<file path="src/rtl/control_unit_framed.sv">
// control_unit_framed: parses checksummed command frames from a byte stream into
// per-pipeline write/update strobes and returns a one-byte status per frame.
module control_unit_framed #(
    parameter int N_PIPELINES    = 2,
    parameter int N_BLOCKS       = 32,
    parameter int DATA_WIDTH     = 16,
    parameter int INSTR_WIDTH    = 32,
    parameter int REG_ADDR_WIDTH = 4,
    parameter int TIMEOUT_CYCLES = 65535
) (
    input  logic                          clk,
    input  logic                          reset,
    input  logic [7:0]                    in_byte,
    input  logic                          in_valid,
    output logic                          in_ready,
    output logic [$clog2(N_BLOCKS)-1:0]   block_target,
    output logic [REG_ADDR_WIDTH-1:0]     reg_target,
    output logic [DATA_WIDTH-1:0]         data_out,
    output logic [INSTR_WIDTH-1:0]        instr_out,
    output logic [N_PIPELINES-1:0]        block_instr_write,
    output logic [N_PIPELINES-1:0]        block_reg_write,
    output logic [N_PIPELINES-1:0]        block_reg_update,
    output logic [N_PIPELINES-1:0]        alloc_sram_delay,
    output logic [N_PIPELINES-1:0]        reset_pipeline,
    output logic                          set_input_gain,
    output logic                          set_output_gain,
    output logic                          swap_pipelines,
    input  logic                          pipelines_swapping,
    output logic [7:0]                    resp_byte,
    output logic                          resp_valid,
    input  logic                          resp_ready
);
    localparam int BW = $clog2(N_BLOCKS);
    localparam int DB = DATA_WIDTH / 8;
    localparam int IB = INSTR_WIDTH / 8;

    typedef enum logic [3:0] {IDLE, BLOCK, REG, DATA, INSTR, CHECK, EXEC, SWAP_WAIT, RESP} state_t;

    state_t                  state;
    logic [3:0]              op;
    logic [3:0]              pipe;
    logic [7:0]              chk;
    logic [7:0]              cnt;
    logic [31:0]             tcnt;
    logic                    seen;
    logic                    accept;
    logic                    known;
    logic                    bad_pipe;
    logic [N_PIPELINES-1:0]  sel;

    assign in_ready = reset && (state inside {IDLE, BLOCK, REG, DATA, INSTR, CHECK});
    assign accept   = in_valid && in_ready;
    assign known    = in_byte[7:4] inside {[4'd1:4'd8]};
    assign bad_pipe = (in_byte[7:4] inside {[4'd1:4'd4], 4'd6}) && (32'(in_byte[3:0]) >= N_PIPELINES);
    assign sel      = N_PIPELINES'(1) << pipe;

    always_ff @(posedge clk or negedge reset) begin
        if (!reset) begin
            state <= IDLE;
            {op, pipe, chk, cnt, tcnt, seen} <= '0;
            {block_target, reg_target, data_out, instr_out, resp_byte, resp_valid} <= '0;
            {block_instr_write, block_reg_write, block_reg_update, alloc_sram_delay, reset_pipeline} <= '0;
            {set_input_gain, set_output_gain, swap_pipelines} <= '0;
        end else begin
            {block_instr_write, block_reg_write, block_reg_update, alloc_sram_delay, reset_pipeline} <= '0;
            {set_input_gain, set_output_gain, swap_pipelines} <= '0;
            case (state)
                IDLE: if (accept) begin
                    op   <= in_byte[7:4];
                    pipe <= in_byte[3:0];
                    chk  <= in_byte;
                    cnt  <= '0;
                    tcnt <= '0;
                    if (!known || bad_pipe) begin
                        resp_byte  <= known ? 8'h02 : 8'h01;
                        resp_valid <= 1'b1;
                        state      <= RESP;
                    end else
                        state <= (in_byte[7:4] <= 4'd3) ? BLOCK :
                                 (in_byte[7:4] inside {4'd5, 4'd6}) ? CHECK : DATA;
                end
                BLOCK, REG, DATA, INSTR, CHECK: begin
                    if (accept) begin
                        tcnt <= '0;
                        chk  <= chk ^ in_byte;
                        case (state)
                            BLOCK: begin
                                block_target <= in_byte[BW-1:0];
                                state        <= (op == 4'd1) ? INSTR : REG;
                            end
                            REG: begin
                                reg_target <= in_byte[REG_ADDR_WIDTH-1:0];
                                state      <= DATA;
                            end
                            DATA: begin
                                data_out <= DATA_WIDTH'({data_out, in_byte});
                                cnt      <= cnt + 8'd1;
                                if (cnt == 8'(DB - 1)) state <= CHECK;
                            end
                            INSTR: begin
                                instr_out <= INSTR_WIDTH'({instr_out, in_byte});
                                cnt       <= cnt + 8'd1;
                                if (cnt == 8'(IB - 1)) state <= CHECK;
                            end
                            default: if ((chk ^ in_byte) == 8'h00) begin
                                block_instr_write <= (op == 4'd1) ? sel : '0;
                                block_reg_write   <= (op == 4'd2) ? sel : '0;
                                block_reg_update  <= (op == 4'd3) ? sel : '0;
                                alloc_sram_delay  <= (op == 4'd4) ? sel : '0;
                                reset_pipeline    <= (op == 4'd6) ? sel : '0;
                                swap_pipelines    <= op == 4'd5;
                                set_input_gain    <= op == 4'd7;
                                set_output_gain   <= op == 4'd8;
                                state             <= EXEC;
                            end else begin
                                resp_byte  <= 8'h03;
                                resp_valid <= 1'b1;
                                state      <= RESP;
                            end
                        endcase
                    end else if (tcnt == 32'(TIMEOUT_CYCLES - 1)) begin
                        resp_byte  <= 8'h04;
                        resp_valid <= 1'b1;
                        state      <= RESP;
                    end else
                        tcnt <= tcnt + 32'd1;
                end
                EXEC: begin
                    seen <= 1'b0;
                    if (op == 4'd5)
                        state <= SWAP_WAIT;
                    else begin
                        resp_byte  <= 8'h00;
                        resp_valid <= 1'b1;
                        state      <= RESP;
                    end
                end
                // Completion needs a full rise-then-fall of pipelines_swapping.
                SWAP_WAIT: if (pipelines_swapping)
                    seen <= 1'b1;
                else if (seen) begin
                    resp_byte  <= 8'h00;
                    resp_valid <= 1'b1;
                    state      <= RESP;
                end
                RESP: if (resp_ready) begin
                    resp_valid <= 1'b0;
                    state      <= IDLE;
                end
                default: state <= IDLE;
            endcase
        end
    end
endmodule

</file>
<file path="config.mk">
export PLATFORM = sky130hd
export DESIGN_NAME = control_unit_framed
export DESIGN_NICKNAME = d
export VERILOG_FILES = /design/src/rtl/control_unit_framed.sv
export SDC_FILE = /design/constraint.sdc
export NUM_CORES = 1
export LEC_CHECK = 0
export CELL_PAD_IN_SITES_DETAIL_PLACEMENT = 0
export CELL_PAD_IN_SITES_GLOBAL_PLACEMENT = 1
export CORE_MARGIN = 2
export CORE_UTILIZATION = 42
export DETAILED_ROUTE_END_ITERATION = 7
export PLACE_DENSITY_LB_ADDON = 0.1
export SYNTH_ARGS = -nofsm -noshare
export SYNTH_HDL_FRONTEND = slang
export SYNTH_SLANG_ARGS = --single-unit
</file>
<file path="constraint.sdc">
create_clock -name clk -period 3.5 [get_ports clk]
set_input_delay 0.7 -clock clk [delete_from_list [all_inputs] [get_ports clk]]
set_output_delay 0.7 -clock clk [all_outputs]
set_load 0.03 [all_outputs]
</file>
After elaboration in Yosys (flattened, before gate mapping)
Index checks and enable logic that the tools add are counted.
W data, S select, Z words.

operators by class
  add/sub/neg operators = 2
  order comparisons = 5
  equality and inequality tests = 36
  shift-type cells = 1
  mux-type cells = 88
  bitwise operators = 1
  reductions and logical operators = 31

operators by type and width
  operator                 number
  $mux W8                  14
  $mux W32                 3
  $pmux W32 S2             1
  $mux W2                  26
  $mux W4                  11
  $eq A4 B3 Y1 const B     10
  $add A32 B1 Y32 const B  1
  $eq A32 B16 Y1 const B   1
  $pmux W8 S2              2
  $pmux W8 S4              1
  $mux W1                  23
  $pmux W4 S5              1
  $reduce_and A3 Y1        6
  $eq A4 B2 Y1 const B     4
  $ne A2 B2 Y1 const B     8
  $pmux W4 S4              1
  $ne A3 B3 Y1 const B     4
  $reduce_and A10 Y1       1
  $mux W3                  3
  $reduce_and A9 Y1        1
  $add A8 B1 Y8 const B    1
  $eq A4 B1 Y1 const B     2
  $eq A4 B4 Y1 const B     2
  $eq A8 B1 Y1 const B     1
  other kinds (27)         36

word-level totals
  register bits after elaboration = 140
  input port bits = 13
  logic and storage cells = 185

Longest topological paths before layout
  depth after elaboration = 8
  depth in mapped cells = 11
  depth with buffers taken out = 8

Worst setup path after synthesis
OpenSTA, ideal clock, no wires.

  path kind = reg-to-reg
  start = register tcnt[27]
  end = register state[0]
  library setup time = 128 ps
  arrival = 2638 ps
  path slack = 734 ps
  stages on the path, launching flop included = 7
  path buffers = 1
  period minus slack after synthesis = 2766 ps
  cells stage by stage = dfrtp_1 > or4_1 > or4_1 > or4_1 > buf_6 > a211oi_4 > mux2_1

between the ends
  cells in the longest elaborated chain, start to end = 3

RTL lines
  item                         RTL line  RTL
  from (decl)                  44        logic [31:0] tcnt;
  from (signal assigned)       126       tcnt <= tcnt + 32'd1;
  $eq A32 B16 Y1               121       end else if (tcnt == 32'(TIMEOUT_CYCLES - 1)) begin
  $ne A3 B3 Y1 (no line)       n/a
  $reduce_and A7 Y1 (no line)  n/a
  to (signal assigned)         79        state <= (in_byte[7:4] <= 4'd3) ? BLOCK :
  to (signal assigned)         89        state <= (op == 4'd1) ? INSTR : REG;
  to (decl)                    39        state_t state;

No other way between the ends.
A chain may end at the register's enable or synchronous reset.

Worst setup path after layout
  start = register tcnt[27]
  end = register tcnt[12]

between the ends
  cells in the longest elaborated chain, start to end = 3

RTL lines
  item                         RTL line
  $eq A32 B16 Y1               121
  $ne A3 B3 Y1 (no line)       n/a
  $reduce_and A3 Y1 (no line)  n/a

No other way between the ends.

==> qor.yml <==
grt_pass1_wl_um: 26400
yosysWarningCount: 0
rsz0062_at_grt: "false"
layout_commonest_cell: "dfrtp_1"
syn_inst: 586
final_nets: 696
wl_per_cell_um: 17.9
p_int_mw: 3.93
grt_overflow: 0
crit_slowest_cell: "or4_1"
die-width_um: 128
cts_max_level: 4
drive_gt1_share_pct: 17.8
gp_congestion: 0.780
cts_hold_buffers: 0
grt_pass1_vias: 5048
critPathKind: "flip-flop to flip-flop"
pre_cts_ws_ns: 0.359
antenna_cells: 0
switching_share_pct: 36.2
startpoint_type: "flip-flop"
final_cell_count_no_fill: 879
cts_made_buffers: 17
fin_ws_ns: 0.357
p_comb_share_pct: 33.7
die_y_um: 128
worst-slew-pin-transition_ns: 0.924
final_cell_mix: "dfrtp_1 (135), clkdlybuf4s50_1 (86), mux2_2 (54), a21oi_1 (40), nand2_1 (35)"
dp.cells: 848
wl_um: 15700
end_kind: "flip-flop"
cp.arrival_ns: 3.43
pin_count: 93
drt-initial-drc-count: 260
slew_headroom_pct: 38.4
cts_buffer_depth: 2
ir_drop_uv: 703
synth_flop_cell: "dfrtp_1"
holdCritPathClass: "input port to asynchronous set/reset pin"
syn_avg_cell_area_um2: 10.9
num_rows: 45
synth_top_area_share_pct: 52.7
status: "finished, final reports clean"
finalMaxSlewViolations: 0
tritoncts: "built"
synth_edf_count: 0
critPathMaxFanout: 20
ys_types: 60
postCtsSetupBuffers: 0
crit_chain: "or4_1, or4_1, or4_1, a21oi_4, or3_1, a21oi_2"
clock-sinks: 135
setup_viol: 0
antenna_left: 0
synthArstFlopShare_pct: 100
grt_start_max_net_pins: 74
remaining_drc_errors: 0
synth_area_um2: 6410
timing.fmax_mhz: 318
antenna_found_initial: 0
pwr-share-clk_pct: 30.0
final_cell_area_um2: 8120
power_density_nw_per_um2: 759
cpMostUsedCell: "or4_1"
path_clk_slew_ns: 0.06
finalHoldViolCount: 0
p_switching_mw: 2.23
max_stage_delay_ns: 0.80
post-route-min-period_ns: 3.14
fillers: 1354
critPathRequiredTime_ns: 3.79
core_um2: 15000
grt_usage_pct: 20.7
area_growth_syn_to_layout_pct: 26.7
cts-root-buf: "clkbuf_16"
die_area_um2: 16300
numPortBuffers: 87
p_leak_nw: 3.53
p_seq_share_pct: 36.3
cts_resized: 0
viasPerCell: 5.54
synthTopCellsByArea: "dfrtp_1 (53%), mux2_2 (9.5%), a21oi_1 (3.1%)"
dpl.hpwl_um: 10800
worst_clock_skew_ns: 0.0109
dpl_cell_area_um2: 7510
fin_crit_sh_pct: 89.8
maxCapViolCount: 0
ys_ff_latch: 135
drt_pre_antenna_iters: 5
synth_top_cell_by_area: "dfrtp_1"
vias: 4870
yosysSeqAreaShare_pct: 52.7
tns_ns: 0
insertion_delay_ns: 0.42
start_util_pct: 42.6
[sequential cells by signal, indices dropped and copies added (netlist names), 5 cells and up]
name          flops
instr_out        32
tcnt             32
data_out         16
chk               8
cnt               8
block_target      5
[cell type report]
| type | instances | area (um^2) | area share [%] |
|---|---|---|---|
| Tap cell | 188 | 235 | 2.90 |
| Multi-Input combinational cell | 410 | 2840 | 35.0 |
| Clock inverter | 12 | 168 | 2.07 |
| Inverter | 8 | 30.0 | 0.370 |
| Clock buffer | 19 | 443 | 5.46 |
| Sequential cell | 135 | 3380 | 41.6 |
| Timing Repair Buffer | 107 | 1020 | 12.6 |
[power by group through the flow]
stage | sequential, mW | clock (mW) | combinational (mW)
after floorplan | 2.50 | 0 | 1.10
after global placement | 2.24 | 0 | 2.04
after detailed placement | 2.25 | 0 | 2.08
final | 2.24 | 1.85 | 2.08
after global routing | 2.29 | 1.97 | 2.25
after CTS | 2.23 | 1.88 | 2.10
[path summary, 6_finish.rpt]
check	slack, ns	start	cells past startpoint	end
hold / removal	0.19	reset	1	tcnt[23]
hold reg to reg	0.50	pipe[3]	1	pipe[3]
min in group clk	0.50	pipe[3]	1	pipe[3]
setup / recovery	0.36	tcnt[27]	6	tcnt[12]
setup reg to reg	0.36	tcnt[27]	6	tcnt[12]
max in group asynchronous	2.07	reset	2	instr_out[2]
[worst max-delay path, delay by kind of cell (launching register included)]
kind	cells	cell delay (ns)
compound gates	2	0.58
flops	1	0.42
simple gates	4	2.00
[kinds of logic (layout without fill, tap and decap cells)]
| kind of cell | after synthesis | after routing | share of synthesized area (%) |
|---|---|---|---|
| buffers and inverters | 45 | 146 | 3.28 |
| AOI/OAI and AO/OA | 112 | 112 | 11.2 |
| xor gates and xnor gates | 19 | 19 | 2.60 |
| adders and majority gates | 4 | 4 | 0.781 |
| and+or+nand+nor | 200 | 200 | 16.9 |
| DFF | 135 | 135 | 52.7 |
| muxes | 70 | 70 | 12.4 |
| other | 1 | 5 | 0.0585 |
[cell usage after synthesis (3+ instances only)]
cell	count
nor4_1	9
dfrtp_1	135
ha_1	4
a31oi_1	3
or4_1	13
and2_1	7
nand2b_1	10
nor3_1	9
clkbuf_1	28
o21ai_0	22
buf_4	5
o31ai_1	5
mux2_1	11
a21oi_1	40
nor2b_1	4
o21ai_1	7
a21oi_2	4
and4_1	3
nor2_1	33
and3_1	7
nand4_1	13
buf_6	3
inv_1	8
o211ai_1	5
or3_1	16
nand3_1	29
xor2_1	8
nand3b_1	4
mux2_4	3
a21o_1	4
xnor2_1	11
nand2_1	35
mux2_2	54
[per-stage QoR]
stage          power [mW]  hold slack (ns)  utilization, %
2_1_floorplan        3.60            0.404               -
3_3_place_gp         4.28            0.465            49.9
3_5_place_dp         4.33            0.481            49.9
4_1_cts              6.22            0.186            54.0
5_1_grt              6.51            0.192            54.0
6_report             6.16            0.188            54.0
[metal layers]
| layer | wire (um) | vias to the layer above | global-route usage, % |
|---|---|---|---|
| met4 | 113 | 0 | 5.56 |
| met1 | 6840 | 2469 | 25.7 |
| met3 | 730 | 8 | 6.53 |
| met2 | 8060 | 83 | 35.2 |
| li1 | - | 2310 | - |
| met5 | 0 | - | 0 |
Power figures use the tool's default switching activity.
